==> config.mk <==
export PLATFORM = sky130hd
export DESIGN_NAME = mmcm_drp_reconfig
export DESIGN_NICKNAME = d
export VERILOG_FILES = /design/src/rtl/mmcm_drp_reconfig_pkg.sv /design/src/rtl/mmcm_drp_reconfig_sync_bit.sv /design/src/rtl/mmcm_drp_reconfig.sv
export SDC_FILE = /design/constraint.sdc
export NUM_CORES = 1
export LEC_CHECK = 0
export ABC_AREA = 1
export BUFFER_PORTS_ARGS = -buffer_cell sky130_fd_sc_hd__buf_2
export CAP_MARGIN = 20
export CORE_ASPECT_RATIO = 1.4
export CORE_MARGIN = 4
export CORE_UTILIZATION = 36
export DETAILED_ROUTE_END_ITERATION = 6
export GPL_ROUTABILITY_DRIVEN = 0
export GPL_TIMING_DRIVEN = 0
export SLEW_MARGIN = 20
export SYNTH_ARGS = -nofsm -noshare
export SYNTH_HDL_FRONTEND = slang
export SYNTH_SLANG_ARGS = --single-unit
==> constraint.sdc <==
create_clock -name clk_i -period 1.8 [get_ports clk_i]
set_input_delay 0.09 -clock clk_i [delete_from_list [all_inputs] [get_ports clk_i]]
set_output_delay 0.09 -clock clk_i [all_outputs]
set_load 0.02 [all_outputs]
==> src/rtl/mmcm_drp_reconfig_pkg.sv <==
// rtl/mmcm_drp_reconfig_pkg.sv - shared field offsets, state enum and default timeouts
package mmcm_drp_reconfig_pkg;

  localparam int ADDR_MSB = 38;
  localparam int ADDR_LSB = 32;
  localparam int MASK_MSB = 31;
  localparam int MASK_LSB = 16;
  localparam int DATA_MSB = 15;
  localparam int DATA_LSB = 0;

  localparam int DEF_NUM_ENTRIES  = 23;
  localparam int DEF_DRDY_TIMEOUT = 255;
  localparam int DEF_LOCK_TIMEOUT = 65535;

  typedef enum logic [3:0] {
    S_IDLE,
    S_ASSERT_RST,
    S_FETCH,
    S_FETCH_WAIT,
    S_READ,
    S_READ_WAIT,
    S_WRITE,
    S_WRITE_WAIT,
    S_RELEASE,
    S_WAIT_LOCK,
    S_FINISH
  } state_e;

endpackage

==> src/rtl/mmcm_drp_reconfig_sync_bit.sv <==
// rtl/mmcm_drp_reconfig_sync_bit.sv - two-flop synchronizer for a single asynchronous bit
module mmcm_drp_reconfig_sync_bit (
  input  logic clk_i,
  input  logic rst_i,
  input  logic d_i,
  output logic q_o
);

  logic meta_q;
  logic sync_q;

  always_ff @(posedge clk_i) begin
    if (rst_i) begin
      meta_q <= 1'b0;
      sync_q <= 1'b0;
    end else begin
      meta_q <= d_i;
      sync_q <= meta_q;
    end
  end

  assign q_o = sync_q;

endmodule

==> src/rtl/mmcm_drp_reconfig.sv <==
// rtl/mmcm_drp_reconfig.sv - applies a BRAM-held reconfiguration table to the MMCM via DRP
module mmcm_drp_reconfig
  import mmcm_drp_reconfig_pkg::*;
#(
  parameter int NUM_ENTRIES  = DEF_NUM_ENTRIES,
  parameter int DRDY_TIMEOUT = DEF_DRDY_TIMEOUT,
  parameter int LOCK_TIMEOUT = DEF_LOCK_TIMEOUT
) (
  input  logic        clk_i,
  input  logic        rst_i,
  input  logic        start_i,
  output logic [4:0]  tbl_idx_o,
  input  logic [38:0] tbl_data_i,
  output logic [6:0]  daddr_o,
  output logic [15:0] di_o,
  output logic        den_o,
  output logic        dwe_o,
  input  logic [15:0] do_i,
  input  logic        drdy_i,
  output logic        mmcm_rst_o,
  input  logic        locked_i,
  output logic        busy_o,
  output logic        done_o,
  output logic        timeout_o
);

  localparam logic [4:0]  LAST_IDX = 5'(NUM_ENTRIES - 1);
  localparam logic [15:0] DRDY_TO  = 16'(DRDY_TIMEOUT);
  localparam logic [15:0] LOCK_TO  = 16'(LOCK_TIMEOUT);

  state_e      state_q;
  logic [4:0]  idx_q;
  logic [6:0]  addr_q;
  logic [15:0] mask_q;
  logic [15:0] data_q;
  logic [15:0] cnt_q;
  logic [15:0] cnt_d;
  logic [6:0]  daddr_q;
  logic [15:0] di_q;
  logic        den_q;
  logic        dwe_q;
  logic        mmcm_rst_q;
  logic        busy_q;
  logic        done_q;
  logic        timeout_q;
  logic        locked_sync;

  mmcm_drp_reconfig_sync_bit u_lock_sync (
    .clk_i (clk_i),
    .rst_i (rst_i),
    .d_i   (locked_i),
    .q_o   (locked_sync)
  );

  // Saturating wait counter: a stuck DRDY/LOCKED must never wrap back under the limit.
  assign cnt_d = (cnt_q == 16'hFFFF) ? cnt_q : cnt_q + 16'd1;

  always_ff @(posedge clk_i) begin
    if (rst_i) begin
      state_q    <= S_IDLE;
      idx_q      <= '0;
      addr_q     <= '0;
      mask_q     <= '0;
      data_q     <= '0;
      cnt_q      <= '0;
      daddr_q    <= '0;
      di_q       <= '0;
      den_q      <= 1'b0;
      dwe_q      <= 1'b0;
      mmcm_rst_q <= 1'b0;
      busy_q     <= 1'b0;
      done_q     <= 1'b0;
      timeout_q  <= 1'b0;
    end else begin
      den_q  <= 1'b0;
      dwe_q  <= 1'b0;
      done_q <= 1'b0;
      case (state_q)
        S_IDLE: begin
          if (start_i) begin
            busy_q    <= 1'b1;
            timeout_q <= 1'b0;
            idx_q     <= '0;
            state_q   <= S_ASSERT_RST;
          end
        end
        S_ASSERT_RST: begin
          mmcm_rst_q <= 1'b1;
          state_q    <= S_FETCH;
        end
        // idx_q doubles as the BRAM address, so it is already stable throughout FETCH.
        S_FETCH: begin
          cnt_q   <= '0;
          state_q <= S_FETCH_WAIT;
        end
        S_FETCH_WAIT: begin
          addr_q  <= tbl_data_i[ADDR_MSB:ADDR_LSB];
          mask_q  <= tbl_data_i[MASK_MSB:MASK_LSB];
          data_q  <= tbl_data_i[DATA_MSB:DATA_LSB];
          state_q <= S_READ;
        end
        S_READ: begin
          daddr_q <= addr_q;
          den_q   <= 1'b1;
          cnt_q   <= '0;
          state_q <= S_READ_WAIT;
        end
        S_READ_WAIT: begin
          if (drdy_i) begin
            di_q    <= (do_i & mask_q) | data_q;
            state_q <= S_WRITE;
          end else if (cnt_q == DRDY_TO) begin
            timeout_q  <= 1'b1;
            mmcm_rst_q <= 1'b0;
            done_q     <= 1'b1;
            state_q    <= S_FINISH;
          end else begin
            cnt_q <= cnt_d;
          end
        end
        S_WRITE: begin
          den_q   <= 1'b1;
          dwe_q   <= 1'b1;
          cnt_q   <= '0;
          state_q <= S_WRITE_WAIT;
        end
        S_WRITE_WAIT: begin
          if (drdy_i) begin
            if (idx_q == LAST_IDX) begin
              state_q <= S_RELEASE;
            end else begin
              idx_q   <= idx_q + 5'd1;
              state_q <= S_FETCH;
            end
          end else if (cnt_q == DRDY_TO) begin
            timeout_q  <= 1'b1;
            mmcm_rst_q <= 1'b0;
            done_q     <= 1'b1;
            state_q    <= S_FINISH;
          end else begin
            cnt_q <= cnt_d;
          end
        end
        S_RELEASE: begin
          mmcm_rst_q <= 1'b0;
          cnt_q      <= '0;
          state_q    <= S_WAIT_LOCK;
        end
        S_WAIT_LOCK: begin
          if (locked_sync) begin
            done_q  <= 1'b1;
            state_q <= S_FINISH;
          end else if (cnt_q == LOCK_TO) begin
            timeout_q <= 1'b1;
            done_q    <= 1'b1;
            state_q   <= S_FINISH;
          end else begin
            cnt_q <= cnt_d;
          end
        end
        // DONE is visible here while BUSY is still high, so a START on the DONE cycle is ignored.
        S_FINISH: begin
          busy_q  <= 1'b0;
          state_q <= S_IDLE;
        end
        default: state_q <= S_IDLE;
      endcase
    end
  end

  assign tbl_idx_o  = idx_q;
  assign daddr_o    = daddr_q;
  assign di_o       = di_q;
  assign den_o      = den_q;
  assign dwe_o      = dwe_q;
  assign mmcm_rst_o = mmcm_rst_q;
  assign busy_o     = busy_q;
  assign done_o     = done_q;
  assign timeout_o  = timeout_q;

endmodule
# After elaboration in Yosys (flattened, before gate mapping)
# Index checks and enable logic that the tools add are counted.
[classes] n_shift=0 addsub=2 order_cmp=0 reduce_logical=16 muxes=36 div=0 n_eq_ne=23 multipliers=0 bitwise_logic=2
[ops] op="$mux W16" n=5
[ops] op="$pmux W16 S3" n=1
[ops] op="$pmux W4 S10" n=1
[ops] op="$mux W4" n=7
[ops] op="$add A16 B1 Y16 const B" n=1
[ops] op="$and A16 B16 Y16" n=1
[ops] op="$eq A16 B16 Y1 const B" n=1
[ops] op="$eq A16 B8 Y1 const B" n=1
[ops] op="$eq A4 B3 Y1 const B" n=4
[ops] op="$ne A2 B2 Y1 const B" n=8
[ops] op="$or A16 B16 Y16" n=1
[ops] op="$mux W5" n=3
[ops] op="$mux W1" n=14
[ops] op="$eq A4 B4 Y1 const B" n=3
[ops] op="$pmux W5 S2" n=1
[ops] op="$reduce_bool A3 Y1" n=3
[ops] op="$eq A4 B2 Y1 const B" n=2
[ops] op="$pmux W1 S3" n=2
[ops] op="$reduce_and A2 Y1" n=3
[ops] op="$reduce_and A6 Y1" n=1
[ops] op="$add A5 B1 Y5 const B" n=1
[ops] op="$eq A5 B5 Y1 const B" n=1
[ops] op="$reduce_and A5 Y1" n=1
[ops] op="$eq A4 B1 Y1 const B" n=1
[ops] op="9 further kinds" n=12
[word_totals] ramBits=0 romBits=0 n_memories=0 ff_bits=95 latchBits=0 output_inout_bits=34 input_bits=60

# Logic depth before layout (Yosys ltp)
# Gate-level depths: netlist (run 1).
[logic_depth] ltp_word=5 mapped_depth=12

# By module
# From an unflattened synthesis (run 1), not the netlist that was laid out.
[hier_totals] cells_unflattened=598 hier_area_um2=4249.1
[modules_own_cells] mod="mmcm_drp_reconfig" area_per_inst_um2=4194.0 seq_area_each_um2=1861.8 n_inst=1 cells_per_inst=592
[modules_own_cells] mod="mmcm_drp_reconfig_sync_bit" area_per_inst_um2=55.1 seq_area_each_um2=40.0 n_inst=1 cells_per_inst=6

# Worst setup path after synthesis (run 1)
# Ideal clock, no wire load.
[synth_path] kind="flip-flop to flip-flop" start="register cnt_q[0]" end="register cnt_q[14]" period_less_slack_ns=1.688 stages_incl_launch_ff=12 t_arrival_ns=1.556 setup_ns=0.132 required_ns=1.668 path_slack_ns=0.112 cell_sequence="dfxtp_1 -> ha_1 -> inv_1 -> nor2_2 -> nand2_2 -> inv_1 -> nand3_1 -> nand3_1 -> nor2_4 -> buf_4 -> nand2_1 -> a21oi_1"
[synth_between] elab_chain_cells=5 word_cells_on_any_way=12 cone_classes="add/sub (1); eq/ne (4); mux (6); reduce/logical (1)"
[synth_lines] item="from (decl)" line_no="mmcm_drp_reconfig.sv:36" text="logic [15:0] cnt_q;"
[synth_lines] item="from (signal assigned)" line_no="mmcm_drp_reconfig.sv:118" text="cnt_q <= cnt_d;"
[synth_lines] item="from (signal assigned)" line_no="mmcm_drp_reconfig.sv:141" text="cnt_q <= cnt_d;"
[synth_lines] item="from (signal assigned)" line_no="mmcm_drp_reconfig.sv:158" text="cnt_q <= cnt_d;"
[synth_lines] item="$add A16 B1 Y16 or $eq A16 B16 Y1 (tied branches)" line_no="mmcm_drp_reconfig.sv:56, mmcm_drp_reconfig.sv:153"
[synth_lines] item="$mux W16" line_no="mmcm_drp_reconfig.sv:56" text="assign cnt_d = (cnt_q == 16'hFFFF) ? cnt_q : cnt_q + 16'd1;"
[synth_lines] item="$mux W16, on equally long branches" line_no="mmcm_drp_reconfig.sv:153, mmcm_drp_reconfig.sv:112, mmcm_drp_reconfig.sv:135"
[synth_lines] item="$mux W16, on equally long branches" line_no="mmcm_drp_reconfig.sv:150, mmcm_drp_reconfig.sv:109"
[synth_lines] item="$pmux W16 S3" line_no="mmcm_drp_reconfig.sv:78" text="case (state_q)"
# Several ways; a longest one is shown, not always the timed one. The select of a mux whose other input is x is not followed.
# A chain may end at the register's enable or synchronous reset.

# Worst setup path in the final report (run 1)
[layout_path] start="register cnt_q[0]" end="register cnt_q[9]"
# The elaborated chain is that of the path after synthesis.

==> results.json, run 1 <==
{
  "mostFrequentLayoutCells": "138 x nor2_1, 94 x buf_2, 91 x nand2_1, 83 x dfxtp_1, 52 x o21ai_0",
  "cts_max_level": 3,
  "tightest_slew_ns": 0.594,
  "period_needed_ns": 1.70,
  "yosys_register_bits": 95,
  "synth_warnings": 0,
  "slew_violations": 0,
  "gr-total-overflow": 0,
  "seqCellArea_um2": 1920,
  "ys_types": 33,
  "max_stage_delay_ns": 0.37,
  "critical_path_class": "register to register",
  "fin_cells": 869,
  "grt_pass1_wl_um": 19500,
  "cp_cell_sequence": "ha_4, inv_1, nor2_4, nand2_4, inv_2, nand3_2, nand2_1, nor2_1, nand2_4, buf_4, nand2_1, a21oi_1",
  "wirelength_um": 11700,
  "dp_hpwl_um": 8440,
  "synthTopCellsByArea": "dfxtp_1 46%, nor2_1 13%, nand2_1 8.4%, o21ai_0 6.2%, a211oi_1 5.9%",
  "min_path_cells": 3,
  "cap_violations": 0,
  "vdd_drop_max_mv": 0.710,
  "grt_pass1_vias": 4300,
  "port_buffers": 92,
  "area_growth_pct": 36.0,
  "syn_avg_cell_area_um2": 7.24,
  "root_buffer": "clkbuf_16",
  "min-delay-start": "locked_i",
  "crit_fanout": 6,
  "place_inst": 812,
  "syn_nets": 639,
  "hold_path.class": "primary input to register",
  "slowest_stage": "dfxtp_4",
  "rr_startpoint": "cnt_q[0]",
  "drive_gt1_share_pct": 22.2,
  "initial_core_util_pct": 36.8,
  "rsz0062_at_grt": "true",
  "min_to": "u_lock_sync.meta_q",
  "nets": 783,
  "yosysSeqAreaShare_pct": 45.6,
  "yosys.area.top_type": "dfxtp_1",
  "numCtsBuffers": 9,
  "num_rows": 46,
  "critical-path-top-delay-family": "simple AND/OR/NAND/NOR gates",
  "via_per_inst": 4.85,
  "syn_inst": 576,
  "relSlewSlack_pct": 60.4,
  "clk_pin_slew_worst_paths_ns": 0.06,
  "dr.pass1.iters": 4,
  "layout_commonest_cell": "nor2_1",
  "synth_top_area_share_pct": 45.6,
  "power_density_nw_per_um2": 905,
  "critPathArrivalTime_ns": 1.90,
  "cp.required_ns": 2.00,
  "tritoncts": "yes",
  "p_leak_nw": 2.52,
  "ant_nets": 0,
  "cp-start-kind": "register",
  "chipWidth_um": 99.0,
  "clk_latency_ns": 0.34,
  "drc": 0,
  "syn_area_um2": 4170,
  "post_drt_wl_per_cell_um": 13.5,
  "clkSinkCount": 95,
  "num_io_pins": 94,
  "setup_violations": 0,
  "antenna_found_initial": 0,
  "final_cell_area_um2": 5680,
  "vias": 4215,
  "outcome": "completed",
  "dieArea_um2": 13400,
  "ys.flop_type": "dfxtp_1",
  "diodes": 0,
  "place_area_um2": 4810,
  "multi_input_area_um2": 2050,
  "async_flop_share_pct": 0,
  "reg2reg_depth": 12,
  "grt_usage_pct": 17.7,
  "fill_cells": 1108,
  "core_area_um2": 11300,
  "clockBufferDepth": 2,
  "fin_skew_ns": 0.00962,
  "synth_edf_count": 0,
  "fmax_ghz": 0.587,
  "die_h_um": 135,
  "period_share_pct": 94.6,
  "cp-end-kind": "register",
  "path_buf_inv": 3,
  "grt_max_degree": 20,
  "ff2ff_setup_slack_ns": 0.1,
  "reg2reg_to": "cnt_q[9]",
  "finalHoldViolCount": 0,
  "first_iter_violations": 141
}
## how the worst max path moves through the flow
stage,cells past startpoint,to,slack (ns),start
final,12,cnt_q[9],0.1,cnt_q[0]
after global routing,12,cnt_q[5],-0.01,cnt_q[0]
after CTS,11,cnt_q[9],0.002,state_q[3]
after detailed placement,11,cnt_q[8],-0.21,cnt_q[0]
after global placement,11,cnt_q[7],-0.17,cnt_q[0]
after floorplan,11,cnt_q[14],0.11,cnt_q[0]
## per-layer routing
metal  part of all wire, %  wire length, µm  GRT usage [%]  vias to the layer above
met4                   1.4              167           5.69                        0
met2                    52             6100           32.5                      100
met3                   5.3              617           4.17                       14
met5                     0                0              0                        -
li1                      -                -              -                     2155
met1                    41             4840           20.0                     1946
## cell type report
cell class | count | area share [%]
Timing Repair Buffer | 134 | 15.4
Clock buffer | 10 | 4.21
Inverter | 52 | 3.44
Sequential cell | 95 | 33.8
Buffer | 23 | 1.87
Tap cell | 144 | 3.17
Clock inverter | 6 | 2.03
Multi-Input combinational cell | 405 | 36.1
## sequential cells by signal, summed over array words and instances, names as in the netlist, 4 cells and up
| signal | count |
|---|---|
| addr_q | 7 |
| cnt_q | 16 |
| daddr_o | 7 |
| data_q | 16 |
| di_o | 16 |
| mask_q | 16 |
| state_q | 4 |
| tbl_idx_o | 5 |
## cells in the mapped netlist (3+ instances only)
master    instances
nor3_1            3
nand2_2           4
nor2_2            6
a211oi_1         33
a21oi_1          22
nand4_1           4
nand3_1          17
nor2_4            4
inv_2             5
ha_1              3
nor2_1          140
dfxtp_1          95
inv_1            47
o21ai_0          52
nand2_1          93
xor2_1            9
clkbuf_1         20
## power by group
group	internal [W]	switching [W]	total, W
clock network	0.00140	0.000827	0.00223
registers	0.00220	0.0000656	0.00226
logic	0.000262	0.000384	0.000646
total	0.00386	0.00128	0.00514
## stage by stage
stage	TNS, ns	hold WS [ns]	setup slack [ns]	utilization, %	total power [W]
CTS	0	0.0231	0.00217	49.3	0.00517
global route	-0.0233	0.0171	-0.0125	50.1	0.00535
detailed placement	-2.37	0.315	-0.208	42.5	0.00286
finish	0	0.00594	0.0971	50.1	0.00514
global placement	-1.88	0.312	-0.172	42.5	0.00285
floorplan	0	0.197	0.112	-	0.00265
## worst min-delay path: stages
cell    delay (ns)
buf_2         0.08
inv_1         0.05
nor2_1        0.09
## timing repair
action	in CTS	in global routing
setup endpoints to repair	22	30
resized for setup	9	31
gates cloned	0	1
pin swaps	1	2
endpoints found under the hold margin	39	0
hold buffers	39	0
buffers inserted	1	1
## cells by family (layout without fill, tap and decap cells)
kind of cell,after synthesis,after routing,synth area share [%]
adder cells (fa/ha/maj),3,3,0.900
AND/OR/NAND/NOR,276,276,27.4
flip-flops,95,95,45.6
buffers and inverters,76,225,7.17
AO/OA/AOI/OAI,115,115,16.7
XOR/XNOR,11,11,2.31
Power figures use the tool's default switching activity.
==> run 2, diff against run 1 <==
Settings changed: CTS_CLUSTER_DIAMETER set to 120.
Clock period 1.8 ns to 1.5 ns, I/O delays scaled along.
==> run 2 against run 1 <==
- the flow now finishes with violations (setup timing)
- via count increased by 2.8%
- register-to-register slack got worse by 0.21 ns
- first-iteration DRC count increased by 57%
- wire length increased by 6.9%
- critical path depth decreased by 3
==> results.json, run 2 (synthesis gave the netlist of run 1 again) <==
{
  "violations": "setup timing",
  "power_frac_comb_pct": 15.6,
  "grt_max_degree": 17,
  "internal-power_w": 0.00452,
  "slew_violations": 0,
  "p_leak_nw": 2.69,
  "initial_core_util_pct": 36.8,
  "seqPwrFrac_pct": 44.0,
  "crit_fanout": 7,
  "cp.required_ns": 1.77,
  "finish.utilization_pct": 53.7,
  "area_growth_pct": 45.8,
  "whs_ns": 0.0589,
  "port_buffers": 92,
  "drc": 0,
  "cp_cell_sequence": "nand2_4, nor2_4, nor2_4, nor2_4, nor2_4, nor2_4, buf_6, nand2_1, a21oi_2",
  "num_rows": 46,
  "cp-start-kind": "register",
  "seqCellArea_um2": 1960,
  "nets": 803,
  "cts_max_level": 3,
  "die_h_um": 135,
  "switching_share_pct": 26.6,
  "clkSinkCount": 95,
  "max_stage_delay_ns": 0.42,
  "root_buffer": "clkbuf_16",
  "fill_cells": 1038,
  "place_area_um2": 4860,
  "finalHoldViolCount": 0,
  "tightest_slew_ns": 0.613,
  "dr.pass1.iters": 5,
  "fmax_ghz": 0.619,
  "path_buf_inv": 1,
  "period_needed_ns": 1.61,
  "grt_pass1_vias": 4291,
  "critical_path_class": "register to register",
  "antenna_found_initial": 0,
  "clk_pin_slew_worst_paths_ns": 0.07,
  "critPathArrivalTime_ns": 1.88,
  "wirelength_um": 12500,
  "slowest_stage": "dfxtp_2",
  "gr-total-overflow": 0,
  "num_io_pins": 94,
  "drive_gt1_share_pct": 31.5,
  "critical-path-top-delay-family": "simple AND/OR/NAND/NOR gates",
  "dieArea_um2": 13400,
  "total_power_w": 0.00615,
  "vdd_drop_max_mv": 0.651,
  "clockBufferDepth": 2,
  "setup_violations": 29,
  "post-place-ws_ns": -0.357,
  "core_area_um2": 11300,
  "mostFrequentLayoutCells": "127 x nor2_1, 94 x buf_2, 79 x nand2_1, 74 x dfxtp_1, 50 x o21ai_0",
  "switchingPower_w": 0.00163,
  "ant_nets": 0,
  "dp_hpwl_um": 8310,
  "layout_commonest_cell": "nor2_1",
  "vias": 4335,
  "power_density_nw_per_um2": 1010,
  "cap_violations": 0,
  "diodes": 0,
  "grt_pass1_wl_um": 20200,
  "hold_path.class": "primary input to register",
  "worst_slack_ns": -0.115,
  "fin_skew_ns": 0.00590,
  "outcome": "finished, violations left",
  "relSlewSlack_pct": 59.1,
  "rsz0062_at_grt": "true",
  "final_cell_area_um2": 6080,
  "post_drt_wl_per_cell_um": 14.1,
  "clkPwrFrac_pct": 40.4,
  "period_share_pct": 108,
  "chipWidth_um": 99.0,
  "tritoncts": "yes",
  "first_iter_violations": 221,
  "numCtsBuffers": 9,
  "via_per_inst": 4.88,
  "clk_latency_ns": 0.34,
  "multi_input_area_um2": 2220,
  "grt_usage_pct": 18.5,
  "cp-end-kind": "register",
  "cp_common_cell": "nor2_4"
}
run 2: cell types whose count changed in the layout (fill, tap and decap cells not counted), moves of 5 or more:
cell	previous run	this run
nor2_2	4	10
inv_1	46	39
nor2_4	8	13
buf_6	1	6
buf_4	4	23
clkbuf_1	16	11
inv_4	0	5
nand2_1	91	79
nor2_1	138	127
nand2_2	3	10
dfxtp_1	83	74
dfxtp_4	1	12
run 2: metal layers:
| layer | routed length, µm | GRT usage (%) | up-vias |
|---|---|---|---|
| met2 | 6400 | 32.8 | 135 |
| met4 | 394 | 8.05 | 0 |
| met3 | 642 | 4.22 | 33 |
| met1 | 5100 | 21.1 | 1972 |
| met5 | 0 | 0 | - |
| li1 | - | - | 2195 |
run 2: power groups by stage:
stage	Combinational [W]	Sequential (W)	Clock, W
CTS	0.000863	0.00271	0.00253
global placement	0.000667	0.00277	0
global route	0.00104	0.00272	0.00265
detailed placement	0.000674	0.00277	0
floorplan	0.000391	0.00280	0
finish	0.000957	0.00271	0.00249
run 2: what timing repair did:
item                                   in CTS  in global routing
setup endpoints to repair                  79                 67
pin swaps                                   9                 29
resized for setup                          61                 77
endpoints found under the hold margin      40                  0
gates cloned                                2                  0
hold buffers                               40                  0
buffers inserted                           11                  9
run 2: area by class of cell:
class	instances	share of cell area, %
multi-input cells	405	36.5
inverters	52	3.41
clock buffers	10	3.76
clock inverters	6	1.50
repair buffers	154	17.3
plain buffers	23	2.32
well taps	144	2.96
flip-flops and latches	95	32.2
run 2: worst register-to-register path: stages (launching register included):
cell and delay (ns):
dfxtp_2 0.42, nand2_4 0.09, nor2_4 0.20, nor2_4 0.07
nor2_4 0.12, nor2_4 0.05, nor2_4 0.25, buf_6 0.18
nand2_1 0.06, a21oi_2 0.10
run 2: through the flow:
step                setup TNS [ns]  cells
global placement            -13.54    812
CTS                          -1.09    881
detailed placement          -15.28    812
finish                       -1.82    889
global route                 -4.80    889
floorplan                        0    576
run 2: final timing paths:
check	from	cells past startpoint	slack [ns]	to
setup / recovery	state_q[0]	9	-0.11	cnt_q[10]
hold / removal	do_i[0]	3	0.06	di_o[0]
setup reg to reg	state_q[0]	9	-0.11	cnt_q[10]
hold reg to reg	u_lock_sync.meta_q	2	0.41	u_lock_sync.q_o
==> run 3, diff against run 2 <==
Settings changed: CAP_MARGIN 20 to 10, PLACE_DENSITY set to 0.67.
==> run 3 against run 2 <==
- the flow finishes with violations (hold timing, setup timing)
- register-to-register slack got worse by 0.03 ns
- combinational power about the same
- count of clock-buffer cells in the layout grew 1
- critical path depth shrank 1
- cell count unchanged
- cell area decreased by 1.3%
- sequential power about the same
- first-iteration DRC count rose by 5.0%
- sequential cell count unchanged
- setup slack got worse by 0.033 ns
==> results.json, run 3 (synthesis gave the netlist of run 1 again) <==
{
  "chipWidth_um": 99.0,
  "first_iter_violations": 232,
  "setup_violations": 16,
  "fmax_ghz": 0.607,
  "clk_pin_slew_worst_paths_ns": 0.07,
  "nets": 804,
  "grt_usage_pct": 19.0,
  "cp-end-kind": "register",
  "fin_skew_ns": 0.00502,
  "worst_slack_ns": -0.148,
  "clkSinkCount": 95,
  "violations": "hold timing, setup timing",
  "max_stage_delay_ns": 0.38,
  "port_buffers": 92,
  "period_share_pct": 110,
  "cap_violations": 0,
  "area_growth_pct": 43.9,
  "die_h_um": 135,
  "hold_path.class": "primary input to register",
  "mostFrequentLayoutCells": "132 x nor2_1, 93 x buf_2, 74 x dfxtp_1, 72 x nand2_1, 49 x o21ai_0",
  "rsz0062_at_grt": "true",
  "wirelength_um": 12700,
  "drive_gt1_share_pct": 31.7,
  "reg2reg_depth": 8,
  "total_power_w": 0.00577,
  "cp.required_ns": 1.77,
  "whs_ns": -0.00707,
  "post_drt_wl_per_cell_um": 14.3,
  "via_per_inst": 5.04,
  "initial_core_util_pct": 36.8,
  "cts_max_level": 3,
  "finalHoldViolCount": 1,
  "p_leak_nw": 2.64,
  "clk_latency_ns": 0.35,
  "ff2ff_setup_slack_ns": -0.15,
  "critical_path_class": "register to register",
  "slowest_stage": "dfxtp_4",
  "final_cell_area_um2": 6000,
  "ant_nets": 0,
  "reg2reg_to": "cnt_q[14]",
  "tritoncts": "yes",
  "vdd_drop_max_mv": 0.806,
  "antenna_found_initial": 0,
  "crit_fanout": 6,
  "layout_commonest_cell": "nor2_1",
  "tightest_slew_ns": 0.621,
  "grt_pass1_wl_um": 20500,
  "core_area_um2": 11300,
  "power_density_nw_per_um2": 961,
  "fill_cells": 1045,
  "num_rows": 46,
  "cp_cell_sequence": "buf_4, nand2_2, o211ai_4, nor2_4, nor2_4, buf_6, nand2_2, a21oi_2",
  "dieArea_um2": 13400,
  "gr-total-overflow": 0,
  "relSlewSlack_pct": 58.6,
  "rr_startpoint": "state_q[1]",
  "dp_hpwl_um": 8560,
  "cp-start-kind": "register",
  "critPathArrivalTime_ns": 1.92,
  "outcome": "finished, violations left",
  "diodes": 0,
  "grt_max_degree": 16,
  "vias": 4481,
  "slew_violations": 0,
  "place_area_um2": 4860,
  "cp-endpoint": "cnt_q[14]",
  "grt_pass1_vias": 4369,
  "root_buffer": "clkbuf_16",
  "clockBufferDepth": 2,
  "crit_start": "state_q[1]",
  "drc": 0,
  "numCtsBuffers": 9,
  "period_needed_ns": 1.65,
  "num_io_pins": 94,
  "dr.pass1.iters": 5
}
==> run 3: final cells by class <==
| cell class | instances | area (µm²) | share of cell area (%) |
|---|---|---|---|
| Timing Repair Buffer | 155 | 1050 | 17.5 |
| Multi-Input combinational cell | 405 | 2210 | 36.9 |
| Sequential cell | 95 | 1960 | 32.7 |
| Buffer | 23 | 131 | 2.19 |
| Tap cell | 144 | 180 | 3.00 |
| Clock buffer | 11 | 233 | 3.88 |
| Inverter | 52 | 200 | 3.33 |
| Clock inverter | 4 | 32.5 | 0.542 |
==> run 3: metal layers <==
| layer | global-route usage (%) | share of wire (%) | vias up |
|---|---|---|---|
| li1 | - | - | 2205 |
| met4 | 9.34 | 3.2 | 0 |
| met3 | 3.40 | 5.6 | 29 |
| met5 | 0 | 0 | - |
| met2 | 34.5 | 52 | 170 |
| met1 | 20.9 | 39 | 2077 |
==> run 3: metrics by stage <==
stage | setup slack, ns | std cells | util [%] | TNS, ns | hold slack (ns)
3_3_place_gp | -0.290 | 812 | 42.8 | -12.50 | 0.300
5_1_grt | -0.217 | 889 | 52.9 | -3.46 | 0.0244
6_report | -0.148 | 889 | 52.9 | -1.94 | -0.00707
2_1_floorplan | 0.00123 | 576 | - | 0 | 0.182
3_5_place_dp | -0.371 | 812 | 42.8 | -15.58 | 0.302
4_1_cts | -0.0776 | 879 | 50.6 | -0.973 | 0.00283
==> run 3: worst min-delay path by stage <==
stage                         from            endpoint  slack, ns  depth (start not counted)
floorplan                 locked_i  u_lock_sync.meta_q       0.18                          2
global placement    tbl_data_i[26]          mask_q[10]       0.30                          3
detailed placement        locked_i  u_lock_sync.meta_q       0.30                          3
CTS                  tbl_data_i[4]           data_q[4]      0.003                          3
global route         tbl_data_i[4]           data_q[4]       0.02                          3
finish               tbl_data_i[4]           data_q[4]     -0.007                          3
==> run 3: what timing repair did <==
item,4_1_cts,5_1_grt
endpoints found under the setup margin,78,68
gates resized for setup,55,73
cloned,2,0
buffers inserted,11,11
hold endpoints to repair,39,0
pin swaps,9,34
hold buffers,39,0
==> run 3: worst max-delay path, delay by kind of cell (launching register included) <==
| kind | cells | cell delay [ns] |
|---|---|---|
| simple gates | 4 | 0.48 |
| flops | 1 | 0.38 |
| compound gates | 2 | 0.40 |
| buf+inv | 2 | 0.30 |
==> run 3: where the power goes <==
part,switching [W],internal [W],total (W)
Sequential,0.0000819,0.00262,0.00270
Combinational,0.000547,0.000408,0.000954
Clock,0.000989,0.00112,0.00211
